<file path="src/rtl/bus_arbiter_rr_bp.sv">
// bus_arbiter_rr_bp: shared-bus arbiter with round-robin/fixed-priority grant, destination backpressure, watchdog drop and delivery counter
module bus_arbiter_rr_bp #(
  parameter int DRVRS = 4,
  parameter int PCKG_SZ = 16,
  parameter logic [7:0] BROADCAST = 8'hFF,
  parameter int ARB_MODE = 0,
  parameter int MAX_WAIT = 8,
  parameter int CNT_W = 16
) (
  input  logic                     clk,
  input  logic                     reset,
  input  logic [DRVRS-1:0]         pndng,
  input  logic [DRVRS*PCKG_SZ-1:0] D_pop,
  output logic [DRVRS-1:0]         pop,
  input  logic [DRVRS-1:0]         dst_full,
  output logic [DRVRS-1:0]         push,
  output logic [PCKG_SZ-1:0]       D_push,
  output logic                     busy,
  output logic                     err,
  output logic [1:0]               err_code,
  output logic [CNT_W-1:0]         pkt_cnt
);
  localparam int IW = DRVRS > 1 ? $clog2(DRVRS) : 1;
  localparam int WW = $clog2(MAX_WAIT + 1);
  typedef enum logic [1:0] {IDLE, POP, DELIVER} state_t;
  state_t state, state_nxt;
  logic [IW-1:0] win, last, sel, idx;
  logic sel_ok, bad, blocked, deliver, timeout;
  logic [PCKG_SZ-1:0] hold, d_last;
  logic [WW-1:0] wcnt;
  logic [1:0] code_q;
  logic [7:0] dst;
  logic [DRVRS-1:0] mask;
  // winner search: first pending driver after the last grant (RR) or lowest pending index (fixed)
  always_comb begin
    sel = '0;
    sel_ok = 1'b0;
    idx = '0;
    for (int k = 1; k <= DRVRS; k++) begin
      idx = ARB_MODE != 0 ? IW'(k - 1) : IW'((int'(last) + k) % DRVRS);
      if (!sel_ok && pndng[idx]) begin
        sel = idx;
        sel_ok = 1'b1;
      end
    end
  end
  // destination decode of the held packet into a target mask, flagging unreachable destinations
  always_comb begin
    dst = hold[PCKG_SZ-1 -: 8];
    mask = '0;
    bad = 1'b0;
    if (dst == BROADCAST) begin
      mask = '1;
      mask[win] = 1'b0;
    end else if (32'(dst) < DRVRS && dst != 8'(win))
      mask[dst[IW-1:0]] = 1'b1;
    else
      bad = 1'b1;
  end
  // bus outputs, drop reporting and next-state; a broadcast is all-or-nothing
  always_comb begin
    blocked = |(dst_full & mask);
    deliver = state == DELIVER && !bad && !blocked;
    timeout = state == DELIVER && !bad && blocked && 32'(wcnt) + 1 >= MAX_WAIT;
    err = (state == DELIVER && bad) || timeout;
    err_code = err ? (bad ? 2'b01 : 2'b10) : code_q;
    pop = state == POP ? DRVRS'(1) << win : '0;
    push = deliver ? mask : '0;
    D_push = deliver ? hold : d_last;
    busy = state != IDLE;
    state_nxt = state == IDLE ? (sel_ok ? POP : IDLE) :
                state == POP ? DELIVER :
                (deliver || err) ? IDLE : DELIVER;
  end
  // state register
  always_ff @(posedge clk or negedge reset)
    if (!reset) state <= IDLE;
    else state <= state_nxt;
  // grant, packet capture, wait counting and delivery bookkeeping
  always_ff @(posedge clk or negedge reset)
    if (!reset) begin
      win <= '0;
      last <= IW'(DRVRS - 1);
      hold <= '0;
      d_last <= '0;
      wcnt <= '0;
      code_q <= '0;
      pkt_cnt <= '0;
    end else begin
      if (state == IDLE && sel_ok) win <= sel;
      if (state == POP) begin
        last <= win;
        hold <= D_pop[int'(win)*PCKG_SZ +: PCKG_SZ];
        wcnt <= '0;
      end
      if (state == DELIVER && !bad && blocked) wcnt <= wcnt + 1'b1;
      if (deliver) begin
        d_last <= hold;
        pkt_cnt <= pkt_cnt + 1'b1;
      end
      if (err) code_q <= err_code;
    end
endmodule

</file>
<file path="config.mk">
export PLATFORM = sky130hd
export DESIGN_NAME = bus_arbiter_rr_bp
export DESIGN_NICKNAME = d
export VERILOG_FILES = /design/src/rtl/bus_arbiter_rr_bp.sv
export SDC_FILE = /design/constraint.sdc
export NUM_CORES = 1
export LEC_CHECK = 0
export BUFFER_PORTS_ARGS = -buffer_cell sky130_fd_sc_hd__buf_2
export CORE_ASPECT_RATIO = 0.5
export CORE_UTILIZATION = 54
export CTS_CLUSTER_DIAMETER = 80
export DETAILED_ROUTE_END_ITERATION = 8
export PLACE_DENSITY = 0.85
export SETUP_SLACK_MARGIN = 0.15
export SYNTH_ARGS = -nofsm -noshare
export SYNTH_HDL_FRONTEND = slang
export SYNTH_SLANG_ARGS = --single-unit
</file>
<file path="constraint.sdc">
create_clock -name clk -period 4.85 [get_ports clk]
set_input_delay 0.485 -clock clk [delete_from_list [all_inputs] [get_ports clk]]
set_output_delay 0.485 -clock clk [all_outputs]
set_load 0.005 [all_outputs]
</file>
==> impl_metrics.yaml, run 1 <==
status:
  status: "complete, no violations"
sta:
  rsz0062_at_grt: "false"
  timing.final.hold_violations: 0
  slew_violations: 0
  min_period_ns: 3.919
  max_freq_mhz: 255.2
  timing.final.setup_violations: 0
  crit_share_post_route: 0.8081
  final.setup_skew_ns: 0.007983
  finalSetupTns_ns: 0
  worst-slew-pin-transition_ns: 1.081
  final_critical_path_setup_slack_ns: 0.9309
  max-slew-margin-rel: 0.2792
global_route:
  grtUsageTotal: 0.2580
  number_of_global_route_vias_before_repair: 2800
  grt.met1_usage: 0.3312
  grt_start_max_net_pins: 61
  grt_met2_usage: 0.4051
  groute.layer.met3.usage: 0.08996
  gr-max-usage-layer: "met2"
  grt_pass1_wl_um: 13110
  number_of_antenna_violations_at_the_first_check_in_global_routing: 0
  overflow: 0
power:
  power_density_nw_per_um2: 525.4
  peakVddDrop_mv: 0.3259
  static-leakage-power_uw: 0.002155
critical_path:
  worstPathRequired_ns: 4.37
  cp.arrival_ns: 3.43
  critical_path.startpoint_type: "register"
  critPathCaptureType: "output port"
  path_max_fanout: 26
  critical_path_class: "register to output port"
routing:
  detailedRoute.firstIterationViolations: 185
  wl_um: 7853
  drt_pass1_iterations: 5
  avgViaCountPerCell: 5.652
  via_count: 2894
  drt_drc_violations_left: 0
  wire_per_inst_um: 15.34
  antenna_left: 0
logic_synthesis:
  ys_top_cells_by_area: "sky130_fd_sc_hd__dfrtp_1 43%, sky130_fd_sc_hd__mux4_2 11%, sky130_fd_sc_hd__nand2_1 6.6%, sky130_fd_sc_hd__mux2_2 5.7%, sky130_fd_sc_hd__xnor2_1 3.6%"
  synth_top_family_by_area: "simple AND/OR/NAND/NOR gates"
  ys_async_sr_fraction: 1.000
  synth.yosys.warnings: 0
  synth-edff-count: 0
  post_synth_inst_count: 314
  synthMuxAreaShare: 0.1758
  synth_xor_area_frac: 0.04162
  cell_area_after_technology_mapping_um2: 3367
  number_of_register_bits_inferred_by_synthesis: 60
  post_synth.cell_area_avg_um2: 10.72
  post_synth_top_area_cell: "sky130_fd_sc_hd__dfrtp_1"
  synth_cell_type_count: 48
  synth-seq-area-share: 0.4467
  area_share_of_and_or_nand_nor_cells_after_synthesis: 0.2100
  main_flop_type_after_synthesis: "sky130_fd_sc_hd__dfrtp_1"
  synth_top_area_share: 0.4311
  synth_compound_gate_area_share: 0.07135
  yosys.area_share.adder: 0.01115
  synth_fp_nets: 391
placement:
  placement.setup.worst_slack_ns: 1.337
  port_buffers: 117
  routabilityCongestion: 0.7855
  detailed_place_hpwl_um: 5557
final_layout:
  antenna_cells: 0
  nNetsFinal: 500
  drive_gt1_frac: 0.4136
  layout-area-overhead-vs-synth_pct: 26.24
floorplanning:
  boundaryPins: 118
  fp.dieArea_um2: 6574
  placementRows: 19
  die_height_um: 57.84
  floorplan.initialDensity: 0.5877
  chipWidth_um: 113.7
  core_area_um2: 5729
run:
  maxcap_violations: 0
clock_network:
  cts_repair_resize_count: 0
  setup_repair_bufs_after_cts: 0
  clkTransAtPathRegs_ns: 0.05
  cts-buffers-inserted: 9
  tritoncts_clock_tree: "built"
  tritoncts_num_sinks: 60
  number_of_buffers_added_to_fix_hold_violations_after_cts: 0
  clk_root_buffer_cell: "sky130_fd_sc_hd__clkbuf_16"
  clock_network_latency_to_the_later_pin_of_the_worst_skew_pair_ns: 0.33
  cts.htree.levels: 3
  cts_buffer_depth: 2
worst_hold_path:
  hold_class: "input port to async pin"
layout by cell type, fill, tap and decap left out, types with 2 or more instances in the layout:
cell and count:
sky130_fd_sc_hd__dfstp_2 2, sky130_fd_sc_hd__nand2b_1 2, sky130_fd_sc_hd__buf_2 117, sky130_fd_sc_hd__and2_1 3, sky130_fd_sc_hd__o211ai_1 3, sky130_fd_sc_hd__nor4b_1 2, sky130_fd_sc_hd__nand3_1 7, sky130_fd_sc_hd__o21a_1 2
sky130_fd_sc_hd__and4_1 3, sky130_fd_sc_hd__mux2i_1 4, sky130_fd_sc_hd__nand2_1 59, sky130_fd_sc_hd__o32a_1 2, sky130_fd_sc_hd__nand3b_1 2, sky130_fd_sc_hd__nor4_1 2, sky130_fd_sc_hd__clkinv_2 2, sky130_fd_sc_hd__xnor2_1 14
sky130_fd_sc_hd__clkbuf_16 9, sky130_fd_sc_hd__inv_1 7, sky130_fd_sc_hd__o22ai_1 5, sky130_fd_sc_hd__and3_1 15, sky130_fd_sc_hd__mux2_2 17, sky130_fd_sc_hd__nand4_1 14, sky130_fd_sc_hd__a2bb2oi_1 2, sky130_fd_sc_hd__nor2b_1 4
sky130_fd_sc_hd__a21oi_1 3, sky130_fd_sc_hd__ha_1 3, sky130_fd_sc_hd__clkbuf_1 3, sky130_fd_sc_hd__nor2_1 13, sky130_fd_sc_hd__mux4_2 16, sky130_fd_sc_hd__buf_4 3, sky130_fd_sc_hd__nor3_1 3, sky130_fd_sc_hd__dfrtp_1 58
sky130_fd_sc_hd__xor2_1 2, sky130_fd_sc_hd__o21ai_0 8, sky130_fd_sc_hd__nand3_2 2
routing by layer:
metal | vias up | wire [µm]
li1 | 1356 | -
met5 | - | 0
met3 | 14 | 599
met4 | 0 | 124
met2 | 132 | 3841
met1 | 1392 | 3287
worst max-delay path, cell delays in order, from the launching register on:
cell and delay, ns:
sky130_fd_sc_hd__dfrtp_1 1.05, sky130_fd_sc_hd__nand4_1 0.23, sky130_fd_sc_hd__o211ai_1 0.27, sky130_fd_sc_hd__o211a_4 0.38, sky130_fd_sc_hd__nand3_2 0.54, sky130_fd_sc_hd__mux2_2 0.50, sky130_fd_sc_hd__buf_2 0.13
power breakdown:
group          internal [µW]  total (µW)  switching [µW]
Combinational            381         782             401
Sequential               650         835             186
Clock                    409         616             207
cell usage after synthesis (2+ instances only):
cell,count
sky130_fd_sc_hd__nand3b_1,2
sky130_fd_sc_hd__nor2_1,13
sky130_fd_sc_hd__and2_1,3
sky130_fd_sc_hd__ha_1,3
sky130_fd_sc_hd__inv_1,7
sky130_fd_sc_hd__mux4_2,16
sky130_fd_sc_hd__o21ai_0,8
sky130_fd_sc_hd__buf_4,4
sky130_fd_sc_hd__nand2b_1,2
sky130_fd_sc_hd__nor3_1,3
sky130_fd_sc_hd__xor2_1,2
sky130_fd_sc_hd__buf_6,2
sky130_fd_sc_hd__nor4b_1,2
sky130_fd_sc_hd__nand3_2,2
sky130_fd_sc_hd__nor4_1,2
sky130_fd_sc_hd__dfstp_2,2
sky130_fd_sc_hd__nand2_1,59
sky130_fd_sc_hd__o21a_1,2
sky130_fd_sc_hd__nor2b_1,4
sky130_fd_sc_hd__and3_1,15
sky130_fd_sc_hd__nand3_1,7
sky130_fd_sc_hd__a21oi_1,3
sky130_fd_sc_hd__nand4_1,14
sky130_fd_sc_hd__buf_2,6
sky130_fd_sc_hd__a2bb2oi_1,2
sky130_fd_sc_hd__o22ai_1,5
sky130_fd_sc_hd__clkbuf_1,9
sky130_fd_sc_hd__xnor2_1,14
sky130_fd_sc_hd__dfrtp_1,58
sky130_fd_sc_hd__o32a_1,2
sky130_fd_sc_hd__and4_1,3
sky130_fd_sc_hd__mux2i_1,4
sky130_fd_sc_hd__mux2_2,17
sky130_fd_sc_hd__o211ai_1,3
flip-flops by register name (all words and copies together) (netlist names):
signal / count
wcnt: 4
state: 2
pkt_cnt: 16
code_q: 2
hold: 16
d_last: 16
win: 2
last: 2
per-stage QoR:
stage | util | hold WS [ns] | cells | power, µW | instance area (µm²)
final | 0.7419 | 0.3124 | 512 | 2233 | 4250
after global routing | 0.7419 | 0.3915 | 512 | 2371 | 4250
after CTS | 0.7419 | 0.3385 | 512 | 2242 | 4250
after detailed placement | 0.6912 | 0.4634 | 496 | 1613 | 3960
after global placement | 0.6912 | 0.4586 | 496 | 1577 | 3960
after floorplan | - | 0.1894 | 314 | 1407 | 3367
logic make-up (layout without fill, tap and decap cells):
group,after synthesis,in the layout
adders and majority gates,3,3
buffers and inverters,29,143
AOI/OAI and AO/OA,32,32
and+or+nand+nor,137,137
xor gates and xnor gates,16,16
muxes,37,37
DFF,60,60
cell type report:
cell class                 count  area, µm²
fill                         411       1479
inverter                       7      26.28
clock inverter                 3      40.04
clock buffer                  13      250.2
multi-input combinational    225       1717
sequential                    60       1504
timing repair buffer         120      608.1
tap                           84      105.1
final timing paths:
kind	from	endpoint	slack, ns	cells after the start
max	win[1]$_DFFE_PN0P_	D_push[13]	0.93	6
min	reset	win[0]$_DFFE_PN0P_	0.31	2
max reg2reg	win[1]$_DFFE_PN0P_	d_last[13]$_DFF_PN0_	1.75	5
min reg2reg	hold[2]$_DFFE_PN0N_	hold[2]$_DFFE_PN0N_	0.47	2
max in group asynchronous	reset	code_q[1]$_DFFE_PN0P_	4.04	2
min in group clk	pndng[2]	win[1]$_DFFE_PN0P_	0.47	3
No activity file was read; power rests on OpenSTA's default activity.
==> inputs of run 2 (changes only) <==
Settings changed: ABC_AREA set to 1, CORE_UTILIZATION 54 to 50, PLACE_DENSITY 0.85 to 0.8.
Clock period 4.85 ns to 3.9 ns, I/O delays scaled along.
==> run 2 against run 1 <==
Net effect: first-iteration DRC count rose by 11%; sequential share of layout area is 0.60 points lower; register-to-register slack worse by 0.10 ns; utilization is 5.9 points lower; critical path depth grew 7; die area is 9.1% higher; wire length grew 11%; flip-flop and latch count stayed put; critical path type unchanged; critical endpoint is now D_push[11].
==> impl_metrics.yaml, run 2 <==
clock_network:
  cts_buffer_depth: 2
  setup_repair_bufs_after_cts: 0
  cts_repair_resize_count: 0
  number_of_buffers_added_to_fix_hold_violations_after_cts: 0
  cts-buffers-inserted: 9
  clock_network_latency_to_the_later_pin_of_the_worst_skew_pair_ns: 0.32
  clkTransAtPathRegs_ns: 0.05
  cts.htree.levels: 3
  tritoncts_clock_tree: "built"
  clk_root_buffer_cell: "sky130_fd_sc_hd__clkbuf_16"
  tritoncts_num_sinks: 60
run:
  maxcap_violations: 0
critical_path:
  critPathBufInv: 4
  endpoint_of_the_worst_register_to_register_path: "d_last[11]$_DFF_PN0_"
  worst_path_dominant_cell_family: "simple AND/OR/NAND/NOR gates"
  cp_slowest_stage_delay_ns: 0.41
  critPathCaptureType: "output port"
  startpoint_of_the_most_critical_register_to_register_path: "win[0]$_DFFE_PN0P_"
  worstPathRequired_ns: 3.51
  crit_top_cell: "sky130_fd_sc_hd__nand2_1"
  r2r_setup_slack_ns: 1.65
  ff2ff_path_depth: 12
  crit_path_top_delay_cell: "sky130_fd_sc_hd__dfrtp_1"
  crit_chain: "nand2_1, inv_2, nand3_1, nand2_2, inv_2, nand3_1, nand2_2, nor2_4, nand2_4, inv_4, nand2_1, nand2_1, buf_2"
  critical_path.startpoint_type: "register"
  path_max_fanout: 40
  cp.arrival_ns: 2.62
  critical_path_class: "register to output port"
global_route:
  grt_pass1_wl_um: 14740
  overflow: 0
  number_of_antenna_violations_at_the_first_check_in_global_routing: 0
  grtUsageTotal: 0.2664
  number_of_global_route_vias_before_repair: 3187
  grt_start_max_net_pins: 45
sta:
  max_freq_mhz: 332.6
  min_period_ns: 3.007
  timing.final.hold_violations: 0
  crit_share_post_route: 0.7709
  final.setup_skew_ns: 0.007733
  finalSetupTns_ns: 0
  worst-slew-pin-transition_ns: 0.9445
  slew_violations: 0
  timing.final.setup_violations: 0
  final_critical_path_setup_slack_ns: 0.8934
  max-slew-margin-rel: 0.3704
  rsz0062_at_grt: "false"
logic_synthesis:
  number_of_register_bits_inferred_by_synthesis: 60
  synth_fp_nets: 543
  synth.yosys.warnings: 0
  synth_cell_type_count: 34
  main_flop_type_after_synthesis: "sky130_fd_sc_hd__dfrtp_1"
  ys_async_sr_fraction: 1.000
  post-synth-top-count-cell: "sky130_fd_sc_hd__nand2_1"
  synth-seq-area-share: 0.4411
  cell_area_after_technology_mapping_um2: 3410
  post_synth.cell_area_avg_um2: 7.317
  synthTopCellsByCount: "183 x sky130_fd_sc_hd__nand2_1, 58 x sky130_fd_sc_hd__dfrtp_1, 42 x sky130_fd_sc_hd__inv_1"
  ys_top_cells_by_area: "sky130_fd_sc_hd__dfrtp_1 43%, sky130_fd_sc_hd__nand2_1 20%, sky130_fd_sc_hd__inv_1 4.6%, sky130_fd_sc_hd__nand3_1 4.4%, sky130_fd_sc_hd__nor2_1 3.3%"
  synth_top_area_share: 0.4257
  post_synth_top_area_cell: "sky130_fd_sc_hd__dfrtp_1"
  synth-edff-count: 0
  post_synth_inst_count: 466
routing:
  antenna_left: 0
  drt_pass1_iterations: 5
  detailedRoute.firstIterationViolations: 206
  drt_drc_violations_left: 0
  via_count: 3449
  avgViaCountPerCell: 5.110
  wl_um: 8718
  wire_per_inst_um: 12.92
final_layout:
  drive_gt1_frac: 0.2606
  commonest_cells_after_routing_fill_and_taps_aside: "183 x sky130_fd_sc_hd__nand2_1, 117 x sky130_fd_sc_hd__buf_2, 58 x sky130_fd_sc_hd__dfrtp_1"
  final-instance-count-excl-fill: 675
  final_common_cell: "sky130_fd_sc_hd__nand2_1"
  layout_top_registers: "d_last: 16 flops, hold: 16 flops, pkt_cnt: 16 flops"
  layout-area-overhead-vs-synth_pct: 26.83
  nNetsFinal: 660
  antenna_cells: 0
  finish.instance_area_um2: 4324
power:
  clockPowerShare: 0.262
  power_density_nw_per_um2: 660.3
  power.share.combinational: 0.394
  sw_pwr_uw: 1105
  p_sw_frac: 0.3870
  intPower_uw: 1750
  peakVddDrop_mv: 0.3672
  sequential_share_of_power: 0.343
  static-leakage-power_uw: 0.002309
placement:
  port_buffers: 117
  placement.setup.worst_slack_ns: 1.241
  dpl.cell_count: 660
  routabilityCongestion: 0.8694
  post_dp_cell_area_um2: 4041
  detailed_place_hpwl_um: 6506
floorplanning:
  chipWidth_um: 118.8
  core_area_um2: 6331
  die_height_um: 60.39
  floorplan.initialDensity: 0.5385
  boundaryPins: 118
  placementRows: 20
  fp.dieArea_um2: 7173
worst_hold_path:
  hold_class: "input port to async pin"
status:
  status: "complete, no violations"
-- run 2: cell count changes after synthesis, moves of 9 or more --
cell,previous run,this run
sky130_fd_sc_hd__a22oi_1,0,11
sky130_fd_sc_hd__nand2_1,59,183
sky130_fd_sc_hd__inv_1,7,42
sky130_fd_sc_hd__nand3_1,7,30
sky130_fd_sc_hd__mux2_2,17,0
sky130_fd_sc_hd__xnor2_1,14,5
sky130_fd_sc_hd__a41oi_1,0,9
sky130_fd_sc_hd__nor2_1,13,30
sky130_fd_sc_hd__mux4_2,16,0
sky130_fd_sc_hd__and3_1,15,1
sky130_fd_sc_hd__o21ai_1,0,18
-- run 2: final cells by class --
| type | count | area, µm² |
|---|---|---|
| Clock inverter | 5 | 53.80 |
| Tap cell | 88 | 110.1 |
| Fill cell | 545 | 2007 |
| Timing Repair Buffer | 119 | 600.6 |
| Multi-Input combinational cell | 346 | 1648 |
| Inverter | 47 | 178.9 |
| Clock buffer | 10 | 229.0 |
| Sequential cell | 60 | 1504 |
-- run 2: power groups by stage --
stage / logic [µW] / clock network, µW / registers (µW)
final: 1130 / 749 / 980
after global routing: 1290 / 791 / 1010
after CTS: 1130 / 757 / 982
after detailed placement: 1110 / 0 / 986
after global placement: 1100 / 0 / 980
after floorplan: 776 / 0 / 952
-- run 2: how the worst max path moves through the flow --
stage / cells after the start / end / slack (ns) / start
after floorplan: 10 / D_push[10] / 1.93 / hold[10]$_DFFE_PN0N_
after detailed placement: 13 / D_push[13] / 1.24 / win[1]$_DFFE_PN0P_
after global routing: 13 / D_push[11] / 0.57 / win[1]$_DFFE_PN0P_
after CTS: 13 / D_push[11] / 0.87 / win[1]$_DFFE_PN0P_
after global placement: 13 / D_push[10] / 1.31 / win[0]$_DFFE_PN0P_
final: 13 / D_push[11] / 0.89 / win[0]$_DFFE_PN0P_
-- run 2: cell families (layout without fill, tap and decap cells) --
family	after synthesis	count (layout)	synth area share
AO/OA/AOI/OAI	59	59	0.1090
XOR/XNOR	9	9	0.02312
adder cells (fa/ha/maj)	3	3	0.01101
buffers and inverters	60	181	0.07633
flip-flops	60	60	0.4411
AND/OR/NAND/NOR	275	275	0.3395
-- run 2: worst reg2reg max path, cell delays in order, from the launching register on --
cell                      delay, ns
sky130_fd_sc_hd__dfrtp_1       0.41
sky130_fd_sc_hd__nand2_1       0.10
sky130_fd_sc_hd__inv_2         0.24
sky130_fd_sc_hd__nand3_1       0.16
sky130_fd_sc_hd__nand2_2       0.10
sky130_fd_sc_hd__inv_2         0.03
sky130_fd_sc_hd__nand3_1       0.07
sky130_fd_sc_hd__nand2_2       0.06
sky130_fd_sc_hd__nor2_4        0.11
sky130_fd_sc_hd__nand2_4       0.26
sky130_fd_sc_hd__inv_4         0.32
sky130_fd_sc_hd__nand2_1       0.17
sky130_fd_sc_hd__nand2_1       0.12
-- run 2: layer usage --
layer | wire length, µm | GRT usage | vias to the layer above
met5 | 0 | 0 | -
met4 | 104 | 0.08680 | 0
met3 | 453 | 0.06297 | 13
met2 | 4112 | 0.4511 | 107
met1 | 4048 | 0.3490 | 1579
li1 | - | - | 1750
-- run 2: through the flow --
step	total power, µW	utilization	hold slack [ns]
after floorplan	1728	-	0.09441
after global placement	2081	0.6383	0.4521
after detailed placement	2099	0.6383	0.4565
after CTS	2866	0.6830	0.2458
after global routing	3083	0.6830	0.3125
final	2855	0.6830	0.2050
==> inputs of run 3 (changes only) <==
Settings changed: ABC_AREA 1 to 0.
Clock period 3.9 ns to 2.85 ns, I/O delays scaled along.
==> run 3 against run 2 <==
Net effect: total power grew 35%; worst setup slack got worse by 0.68 ns; die area is 1.2% lower; cell count fell by 23%; global-route usage decreased by 2.9 points; combinational power up 32%; sequential share of layout area rose by 0.068 points; flip-flop and latch count unchanged; non-clock buffer count up 8; first-iteration DRC count increased by 14%; critical path type unchanged; critical endpoint is now D_push[1]; highest routed layer unchanged.
==> impl_metrics.yaml, run 3 (synthesized netlist as in run 1, its figures left out) <==
status:
  status: "complete, no violations"
sta:
  timing.final.hold_violations: 0
  timing.final.setup_violations: 0
  rsz0062_at_grt: "true"
  max-slew-margin-rel: 0.4966
  hold-worst-slack_ns: 0.1065
  slew_violations: 0
  finalSetupTns_ns: 0
  crit_share_post_route: 0.9242
  min_period_ns: 2.634
  max_freq_mhz: 379.7
  worst-slew-pin-transition_ns: 0.7551
  final.setup_skew_ns: 0.004971
clock_network:
  clock_network_latency_to_the_later_pin_of_the_worst_skew_pair_ns: 0.33
  cts_buffer_depth: 2
  tritoncts_clock_tree: "built"
  clk_root_buffer_cell: "sky130_fd_sc_hd__clkbuf_16"
  cts.htree.levels: 3
  number_of_buffers_added_to_fix_hold_violations_after_cts: 0
  clkTransAtPathRegs_ns: 0.05
  cts-buffers-inserted: 9
  tritoncts_num_sinks: 60
final_layout:
  layout_top_registers: "d_last: 16 flops, hold: 16 flops, pkt_cnt: 16 flops"
  layout-area-overhead-vs-synth_pct: 28.39
  nNetsFinal: 507
  antenna_cells: 0
  final_common_cell: "sky130_fd_sc_hd__buf_2"
  drive_gt1_frac: 0.4309
  final-instance-count-excl-fill: 522
  commonest_cells_after_routing_fill_and_taps_aside: "117 x sky130_fd_sc_hd__buf_2, 59 x sky130_fd_sc_hd__nand2_1, 56 x sky130_fd_sc_hd__dfrtp_1"
floorplanning:
  floorplan.initialDensity: 0.5361
  placementRows: 20
  core_area_um2: 6281
  boundaryPins: 118
  die_height_um: 60.03
  fp.dieArea_um2: 7086
  chipWidth_um: 118.1
global_route:
  grt_pass1_wl_um: 12530
  grt_start_max_net_pins: 61
  overflow: 0
  number_of_global_route_vias_before_repair: 2644
  grtUsageTotal: 0.2376
  number_of_antenna_violations_at_the_first_check_in_global_routing: 0
routing:
  wl_um: 7698
  antenna_left: 0
  drt_pass1_iterations: 4
  via_count: 2878
  wire_per_inst_um: 14.75
  drt_drc_violations_left: 0
  detailedRoute.firstIterationViolations: 234
  avgViaCountPerCell: 5.513
power:
  static-leakage-power_uw: 0.002195
  power_density_nw_per_um2: 890.9
  peakVddDrop_mv: 0.4170
critical_path:
  path_max_fanout: 22
  critPathCaptureType: "output port"
  crit_path_top_delay_cell: "sky130_fd_sc_hd__dfrtp_2"
  critical_path.startpoint_type: "register"
  cp_slowest_stage_delay_ns: 0.47
  critical_path_class: "register to output port"
  worst_path_dominant_cell_family: "simple AND/OR/NAND/NOR gates"
  critPathBufInv: 1
  cp.arrival_ns: 2.35
  worstPathRequired_ns: 2.57
  crit_chain: "and2_1, nand4_1, o211a_4, nand3_4, mux2_2, buf_2"
placement:
  port_buffers: 117
  detailed_place_hpwl_um: 5565
  routabilityCongestion: 0.8318
  dpl.cell_count: 507
run:
  maxcap_violations: 0
worst_hold_path:
  hold_class: "input port to async pin"
## run 3: cell types whose count changed in the layout (fill, tap and decap cells not counted), moves of 8 or more
cell	change
sky130_fd_sc_hd__nor2_1	-16
sky130_fd_sc_hd__xnor2_1	+9
sky130_fd_sc_hd__inv_1	-35
sky130_fd_sc_hd__mux4_2	+16
sky130_fd_sc_hd__o21ai_1	-18
sky130_fd_sc_hd__mux2_2	+17
sky130_fd_sc_hd__nand2_1	-124
sky130_fd_sc_hd__nand3_1	-23
sky130_fd_sc_hd__a41oi_1	-9
sky130_fd_sc_hd__and3_1	+14
sky130_fd_sc_hd__buf_4	+8
sky130_fd_sc_hd__a22oi_1	-11
## run 3: what timing repair did
action / CTS / global route
endpoints found under the setup margin: 17 / 18
resized for setup: 2 / 2
gates cloned: 0 / 0
buffers inserted: 0 / 0
## run 3: power breakdown
group | switching, µW | internal (µW) | total, µW | leakage (µW)
logic | 791 | 701 | 1490 | 0.00128
clock network | 349 | 675 | 1020 | 0.000145
registers | 225 | 1110 | 1340 | 0.000775
## run 3: per-layer routing
metal / vias up / GRT usage / part of all wire
met5: - / 0 / 0
met4: 0 / 0.08425 / 0.011
met3: 11 / 0.08302 / 0.076
met2: 103 / 0.3866 / 0.48
met1: 1394 / 0.3012 / 0.43
li1: 1370 / - / -
## run 3: worst register-to-register path, delay by kind of cell (launching register included)
| family | cells | cell delay, ns |
|---|---|---|
| AOI/OAI and AO/OA | 2 | 0.40 |
| buffers and inverters | 1 | 0.22 |
| DFF | 1 | 0.47 |
| and+or+nand+nor | 3 | 0.93 |
## run 3: path summary, 6_finish.rpt
path | startpoint | endpoint | slack, ns | depth (start not counted)
max in group asynchronous | reset | hold[13]$_DFFE_PN0N_ | 2.20 | 2
min | reset | d_last[0]$_DFF_PN0_ | 0.11 | 2
max reg2reg | hold[8]$_DFFE_PN0N_ | wcnt[0]$_DFFE_PN0P_ | 0.75 | 6
max | hold[8]$_DFFE_PN0N_ | D_push[1] | 0.22 | 6
min reg2reg | pkt_cnt[15]$_DFFE_PN0P_ | pkt_cnt[15]$_DFFE_PN0P_ | 0.47 | 1
min in group clk | pndng[2] | win[1]$_DFFE_PN0P_ | 0.23 | 3
## run 3: final cells by class
cell class / instances / area [µm²]
fill: 496 / 1958
sequential: 60 / 1506
multi-input combinational: 225 / 1730
tap: 88 / 110.1
timing repair buffer: 127 / 660.6
clock inverter: 1 / 5.005
clock buffer: 14 / 284.0
inverter: 7 / 26.28
## run 3: stage by stage
stage / area [µm²] / setup WS, ns / total power (µW) / util
final: 4323 / 0.2161 / 3851 / 0.6882
after global routing: 4323 / 0.05309 / 4125 / 0.6882
after floorplan: 3367 / 0.7318 / 2394 / -
after detailed placement: 4018 / 0.3214 / 2823 / 0.6396
after CTS: 4315 / 0.1619 / 3877 / 0.6871
after global placement: 4018 / 0.3403 / 2786 / 0.6396
